<file path="src/rtl/tron_round_ctrl_if.sv">
// rtl/tron_round_ctrl_if.sv - round sequencer bus: game inputs in, round status out
interface tron_round_ctrl_if;
  logic       tick;
  logic       start;
  logic [1:0] gameover;
  logic       clr_done;
  logic       clr_req;
  logic       play_en;
  logic [3:0] p1_score;
  logic [3:0] p2_score;
  logic [3:0] countdown;
  logic [1:0] round_result;
  logic [1:0] winner;
  logic [2:0] state;

  modport master (
    output tick, start, gameover, clr_done,
    input  clr_req, play_en, p1_score, p2_score, countdown, round_result, winner, state
  );

  modport slave (
    input  tick, start, gameover, clr_done,
    output clr_req, play_en, p1_score, p2_score, countdown, round_result, winner, state
  );
endinterface

</file>
<file path="src/rtl/tron_round_ctrl.sv">
// rtl/tron_round_ctrl.sv - light-cycle round sequencer: clear, countdown, play, hold, match
// Optional round time limit enabled by defining ROUND_TIMEOUT_EN.
module tron_round_ctrl #(
  parameter int unsigned COUNT_START     = 3,
  parameter int unsigned TICKS_PER_STEP  = 50,
  parameter int unsigned HOLD_TICKS      = 100,
  parameter int unsigned WIN_SCORE       = 5
`ifdef ROUND_TIMEOUT_EN
  ,
  parameter int unsigned MAX_ROUND_TICKS = 3000
`endif
) (
  input logic              clk,
  input logic              reset,
  tron_round_ctrl_if.slave bus
);

  typedef enum logic [2:0] {
    S_IDLE  = 3'd0,
    S_CLEAR = 3'd1,
    S_COUNT = 3'd2,
    S_PLAY  = 3'd3,
    S_HOLD  = 3'd4,
    S_MATCH = 3'd5
  } state_t;

  localparam logic [3:0] L_CS   = 4'(COUNT_START);
  localparam logic [7:0] L_TPS  = 8'(TICKS_PER_STEP);
  localparam logic [7:0] L_HOLD = 8'(HOLD_TICKS);
  localparam logic [3:0] L_WIN  = 4'(WIN_SCORE);

  state_t     r_state, w_state_nxt;
  logic       r_start_q;
  logic [7:0] r_tick_cnt, w_tick_cnt_nxt;
  logic       r_clr_req, w_clr_req_nxt;
  logic       r_play_en, w_play_en_nxt;
  logic [3:0] r_p1, w_p1_nxt;
  logic [3:0] r_p2, w_p2_nxt;
  logic [3:0] r_countdown, w_countdown_nxt;
  logic [1:0] r_rr, w_rr_nxt;
  logic [1:0] r_winner, w_winner_nxt;
  logic       w_start_edge;
  logic [7:0] w_tick_inc;
`ifdef ROUND_TIMEOUT_EN
  localparam logic [15:0] L_MAX = 16'(MAX_ROUND_TICKS);
  logic [15:0] r_round_timer, w_round_timer_nxt;
`endif

  function automatic logic [3:0] sat_inc(input logic [3:0] v);
    return (v == 4'd15) ? v : v + 4'd1;
  endfunction

  assign w_start_edge = bus.start & ~r_start_q;
  assign w_tick_inc   = r_tick_cnt + 8'd1;

  always_ff @(posedge clk or negedge reset) begin
    if (!reset) begin
      r_state     <= S_IDLE;
      r_start_q   <= 1'b0;
      r_tick_cnt  <= '0;
      r_clr_req   <= 1'b0;
      r_play_en   <= 1'b0;
      r_p1        <= '0;
      r_p2        <= '0;
      r_countdown <= '0;
      r_rr        <= '0;
      r_winner    <= '0;
`ifdef ROUND_TIMEOUT_EN
      r_round_timer <= '0;
`endif
    end else begin
      r_state     <= w_state_nxt;
      r_start_q   <= bus.start;
      r_tick_cnt  <= w_tick_cnt_nxt;
      r_clr_req   <= w_clr_req_nxt;
      r_play_en   <= w_play_en_nxt;
      r_p1        <= w_p1_nxt;
      r_p2        <= w_p2_nxt;
      r_countdown <= w_countdown_nxt;
      r_rr        <= w_rr_nxt;
      r_winner    <= w_winner_nxt;
`ifdef ROUND_TIMEOUT_EN
      r_round_timer <= w_round_timer_nxt;
`endif
    end
  end

  always_comb begin
    w_state_nxt     = r_state;
    w_tick_cnt_nxt  = r_tick_cnt;
    w_clr_req_nxt   = r_clr_req;
    w_play_en_nxt   = r_play_en;
    w_p1_nxt        = r_p1;
    w_p2_nxt        = r_p2;
    w_countdown_nxt = r_countdown;
    w_rr_nxt        = r_rr;
    w_winner_nxt    = r_winner;
`ifdef ROUND_TIMEOUT_EN
    w_round_timer_nxt = r_round_timer;
`endif
    case (r_state)
      S_IDLE, S_MATCH: begin
        if (w_start_edge) begin
          w_p1_nxt      = '0;
          w_p2_nxt      = '0;
          w_winner_nxt  = '0;
          w_rr_nxt      = '0;
          w_clr_req_nxt = 1'b1;
          w_state_nxt   = S_CLEAR;
        end
      end
      S_CLEAR: begin
        if (bus.clr_done) begin
          w_clr_req_nxt   = 1'b0;
          w_countdown_nxt = L_CS;
          w_state_nxt     = S_COUNT;
        end
      end
      S_COUNT: begin
        if (bus.tick) begin
          if (w_tick_inc == L_TPS) begin
            w_tick_cnt_nxt  = '0;
            w_countdown_nxt = r_countdown - 4'd1;
            if (r_countdown == 4'd1) begin
              w_play_en_nxt = 1'b1;
              w_state_nxt   = S_PLAY;
            end
          end else begin
            w_tick_cnt_nxt = w_tick_inc;
          end
        end
      end
      S_PLAY: begin
        // A crash code always wins over the time limit in the same cycle.
        if (bus.gameover != 2'd0) begin
          w_play_en_nxt = 1'b0;
          w_state_nxt   = S_HOLD;
          case (bus.gameover)
            2'd1: begin
              w_p2_nxt = sat_inc(r_p2);
              w_rr_nxt = 2'd2;
            end
            2'd2: begin
              w_p1_nxt = sat_inc(r_p1);
              w_rr_nxt = 2'd1;
            end
            default: w_rr_nxt = 2'd3;
          endcase
        end
`ifdef ROUND_TIMEOUT_EN
        else if (bus.tick && (r_round_timer == L_MAX - 16'd1)) begin
          w_rr_nxt      = 2'd3;
          w_play_en_nxt = 1'b0;
          w_state_nxt   = S_HOLD;
        end else if (bus.tick) begin
          w_round_timer_nxt = r_round_timer + 16'd1;
        end
`endif
      end
      S_HOLD: begin
        if (bus.tick) begin
          if (w_tick_inc == L_HOLD) begin
            if (r_p1 >= L_WIN) begin
              w_winner_nxt = 2'd1;
              w_state_nxt  = S_MATCH;
            end else if (r_p2 >= L_WIN) begin
              w_winner_nxt = 2'd2;
              w_state_nxt  = S_MATCH;
            end else begin
              w_clr_req_nxt = 1'b1;
              w_state_nxt   = S_CLEAR;
            end
          end else begin
            w_tick_cnt_nxt = w_tick_inc;
          end
        end
      end
      default: w_state_nxt = S_IDLE;
    endcase
    // Every state starts its tick count from zero; a tick on the entry edge is dropped.
    if (w_state_nxt != r_state) w_tick_cnt_nxt = '0;
`ifdef ROUND_TIMEOUT_EN
    if ((w_state_nxt == S_PLAY) && (r_state != S_PLAY)) w_round_timer_nxt = '0;
`endif
  end

  assign bus.clr_req      = r_clr_req;
  assign bus.play_en      = r_play_en;
  assign bus.p1_score     = r_p1;
  assign bus.p2_score     = r_p2;
  assign bus.countdown    = r_countdown;
  assign bus.round_result = r_rr;
  assign bus.winner       = r_winner;
  assign bus.state        = r_state;

endmodule
</file>
<file path="src/flat_wrapper.sv">
// flat-port wrapper written by rule: the top's interface ports become plain ports
module tron_round_ctrl_flat 
#(
  parameter int unsigned COUNT_START     = 3,
  parameter int unsigned TICKS_PER_STEP  = 50,
  parameter int unsigned HOLD_TICKS      = 100,
  parameter int unsigned WIN_SCORE       = 5

)
  (clk, reset, bus_tick, bus_start, bus_gameover, bus_clr_done, bus_clr_req, bus_play_en, bus_p1_score, bus_p2_score, bus_countdown, bus_round_result, bus_winner, bus_state);
  tron_round_ctrl_if bus_i ();
  input logic clk;
  input logic reset;
  input wire logic [$bits(bus_i.tick)-1:0] bus_tick;
  input wire logic [$bits(bus_i.start)-1:0] bus_start;
  input wire logic [$bits(bus_i.gameover)-1:0] bus_gameover;
  input wire logic [$bits(bus_i.clr_done)-1:0] bus_clr_done;
  output wire logic [$bits(bus_i.clr_req)-1:0] bus_clr_req;
  output wire logic [$bits(bus_i.play_en)-1:0] bus_play_en;
  output wire logic [$bits(bus_i.p1_score)-1:0] bus_p1_score;
  output wire logic [$bits(bus_i.p2_score)-1:0] bus_p2_score;
  output wire logic [$bits(bus_i.countdown)-1:0] bus_countdown;
  output wire logic [$bits(bus_i.round_result)-1:0] bus_round_result;
  output wire logic [$bits(bus_i.winner)-1:0] bus_winner;
  output wire logic [$bits(bus_i.state)-1:0] bus_state;
  assign bus_i.tick = bus_tick;
  assign bus_i.start = bus_start;
  assign bus_i.gameover = bus_gameover;
  assign bus_i.clr_done = bus_clr_done;
  assign bus_clr_req = bus_i.clr_req;
  assign bus_play_en = bus_i.play_en;
  assign bus_p1_score = bus_i.p1_score;
  assign bus_p2_score = bus_i.p2_score;
  assign bus_countdown = bus_i.countdown;
  assign bus_round_result = bus_i.round_result;
  assign bus_winner = bus_i.winner;
  assign bus_state = bus_i.state;
  tron_round_ctrl #(.COUNT_START(COUNT_START), .TICKS_PER_STEP(TICKS_PER_STEP), .HOLD_TICKS(HOLD_TICKS), .WIN_SCORE(WIN_SCORE)) u_core (.clk(clk), .reset(reset), .bus(bus_i));
endmodule
</file>
<file path="config.mk">
export PLATFORM = sky130hd
export DESIGN_NAME = tron_round_ctrl_flat
export DESIGN_NICKNAME = d
export VERILOG_FILES = /design/src/rtl/tron_round_ctrl_if.sv /design/src/rtl/tron_round_ctrl.sv /design/src/flat_wrapper.sv
export SDC_FILE = /design/constraint.sdc
export NUM_CORES = 1
export LEC_CHECK = 0
export CAP_MARGIN = 5
export CORE_MARGIN = 1
export CORE_UTILIZATION = 25
export CTS_CLUSTER_SIZE = 8
export DETAILED_ROUTE_END_ITERATION = 16
export PLACE_DENSITY = 0.39
export SETUP_SLACK_MARGIN = 0.1
export SLEW_MARGIN = 20
export SYNTH_ARGS = -nofsm -noshare
export SYNTH_HDL_FRONTEND = slang
export SYNTH_SLANG_ARGS = --single-unit
</file>
<file path="constraint.sdc">
create_clock -name clk -period 2.3 [get_ports clk]
set_input_delay 0.46 -clock clk [delete_from_list [all_inputs] [get_ports clk]]
set_output_delay 0.46 -clock clk [all_outputs]
set_load 0.005 [all_outputs]
</file>
==> results by group <==
Outcome
  – Outcome: finished, final reports clean

Power and ir drop
  – Pwr dens: 836 nW/um2
  – Total power: 2180 uW
  – Worst VDD drop: 0.266 mV
  – Pleak: 0.00114 uW

Die
  – Initial Utilization: 0.258
  – Cell Rows: 31
  – Die area: 7790 um2
  – Die span in x: 88.3 um
  – Core footprint: 7210 um2
  – Die height: 88.3 um
  – I/O pin count: 28

Routing
  – Vias per inst: 4.68
  – First-iteration detailed-routing DRC count: 43
  – Wire length per cell: 14.0 um
  – Routed wire length: 5.04 mm
  – Antenna-violating nets left: 0
  – TritonRoute pass-1 iters: 4
  – # DRC: 0
  – Via count: 1,686

Finish
  – Share of cells above drive strength 1: 0.199
  – Final nets: 278
  – Reg area: 752 um2
  – Commonest non-fill, non-tap cell in the layout: dfrtp_1
  – Most frequent cells in the layout: dfrtp_1 (29), clkdlybuf4s50_1 (27), buf_4 (23), nor2_1 (21), nand2_1 (19)
  – Fin util: 0.361
  – Diodes inserted: 0
  – Area Growth Syn to Fin: 39.9%
  – # fillers: 779
  – Multi-input combinational cell area: 1110 um2

Logic synthesis
  – Mean Syn Cell Area: 9.08 um2
  – Post-synthesis cell area: 1860 um2
  – Distinct cells, synth: 48
  – Syn Nets: 223
  – Gate Count Post-Synth: 205
  – Register area share after synthesis: 0.403
  – Async SR Flop Fraction: 1.00
  – EDFF count, synth: 0
  – Register bit count reported by yosys: 30
  – Synth Flop Type: dfrtp_1
  – Yosys warns: 0

Timing
  – RSZ-0062 raised after global routing: yes
  – Setup violators final: 0
  – TNS Setup: 0 ns
  – Final hold vios: 0
  – Slew @ Worst Pin: 0.450 ns
  – Max-slew violations: 0
  – Fin crit share: 0.927
  – Min Tclk post-route: 2.13 ns
  – Max-slew headroom: 0.698
  – Fmax: 0.469 GHz
  – Skew final: 0.00805 ns

Global route
  – Gr ovfl total: 0
  – Global-route wire length before repair: 7.73 mm
  – Total GRT Usage: 0.132
  – Largest net degree at the start of global routing: 31
  – Initial antenna violation count: 0
  – Number of global-route vias before repair: 1,497

Worst setup path
  – CP arrival: 2.31 ns
  – CP Max Fanout: 4
  – CP Launch Type: flop
  – Critical Path RT: 2.48 ns
  – Crit-path cells: and3_4, or4b_4, a21oi_4, nand2_1, o311a_1, a21o_1
  – Critical Path Max Stage Delay: 0.56 ns
  – Critical Path Slowest Stage Cell: or4b_4
  – Crit Path Class: reg -> reg
  – Worst setup EP type: flop

Place
  – Final HPWL DP: 3.52 mm
  – Port bufs: 27
  – Routability cong.: 0.728

Clocking
  – CTS clock-pin slew for the worst setup and hold paths: 0.08 ns
  – # H-tree levels: 2
  – Hold bufs inserted after CTS: 0
  – Num CTS Buffers: 5
  – CTS root buf: clkbuf_8
  – CTS Buffer Depth: 2
  – CTS tree: yes
  – Clock latency on the worst-skew pair: 0.29 ns
  – Clock sinks: 30

Job
  – Max-cap viol count: 0

Worst hold path
  – Tightest Hold Check Type: reg -> reg
==> kinds of logic after synthesis <==
logic type	Yosys count	share of synthesized area
buffers and inverters	16	0.0336
flip-flops	30	0.403
adder cells (fa/ha/maj)	11	0.0740
multiplexers	2	0.0114
AO/OA/AOI/OAI	50	0.182
XOR/XNOR	10	0.0471
AND/OR/NAND/NOR	86	0.248
==> state kept, by name (all words and copies together) (netlist names) <==
register,count
u_core.bus.clr_req,1
u_core.bus.winner,2
u_core.bus.p2_score,4
u_core.bus.state,3
u_core.bus.round_result,2
u_core.bus.play_en,1
u_core.bus.countdown,4
u_core.bus.p1_score,4
u_core.r_start_q,1
u_core.r_tick_cnt,8
==> layout make-up <==
cell class / count / share of cell area
well taps: 99 / 0.0476
inverters: 12 / 0.0173
multi-input cells: 159 / 0.427
clock buffers: 8 / 0.0423
flip-flops and latches: 30 / 0.289
repair buffers: 52 / 0.176
==> per-stage QoR <==
step / instance area [um2] / instances / hold slack, ns / setup WS (ns)
after floorplan: 1860 / 205 / 0.164 / 0.166
after CTS: 2470 / 352 / 0.533 / 0.104
after global placement: 2360 / 344 / 0.512 / 0.0680
final: 2600 / 360 / 0.517 / 0.167
after global routing: 2600 / 360 / 0.560 / 0.0783
after detailed placement: 2360 / 344 / 0.516 / 0.114
==> synth_stat cells (all sizes together) (5+ instances only) <==
library cell,n,area share
inv,12,0.024
a31oi,5,0.017
a21oi,14,0.040
dfrtp,30,0.40
nand2,21,0.042
xor2,10,0.047
ha,11,0.074
nand3,13,0.038
nand2b,5,0.017
o21ai,12,0.032
nor2,21,0.042
==> critical path, delay by kind of cell (launching register included) <==
family	cells	cell delay, ns
and+or+nand+nor	3	0.84
AOI/OAI and AO/OA	3	0.73
DFF	1	0.43
==> final timing paths <==
check | startpoint | end | cells past startpoint | slack (ns)
max | u_core.r_tick_cnt[1] | u_core.bus.state[2] | 6 | 0.17
min | u_core.bus.play_en | u_core.bus.play_en | 2 | 0.52
max reg2reg | u_core.r_tick_cnt[1] | u_core.bus.state[2] | 6 | 0.17
min reg2reg | u_core.bus.play_en | u_core.bus.play_en | 2 | 0.52
max in group asynchronous | reset | u_core.r_tick_cnt[1] | 2 | 1.41
min in group asynchronous | reset | u_core.bus.countdown[3] | 2 | 0.57
==> metal layers <==
layer  vias up  wire (um)  track usage
li1        847          -            -
met1       805       2530        0.183
met2        27       2270        0.201
met3         7        169       0.0373
met4         0         68       0.0396
met5         -          0            0
==> power breakdown <==
| group | total [uW] | switching (uW) | internal (uW) |
|---|---|---|---|
| Combinational | 926 | 475 | 451 |
| Clock | 526 | 223 | 303 |
| Sequential | 724 | 102 | 622 |
| Total | 2180 | 801 | 1380 |
==> repair_timing <==
action,CTS,global route
setup buffers,0,7
gates resized for setup,0,13
endpoints found under the setup margin,0,12
(Power assumes the default switching activity.)
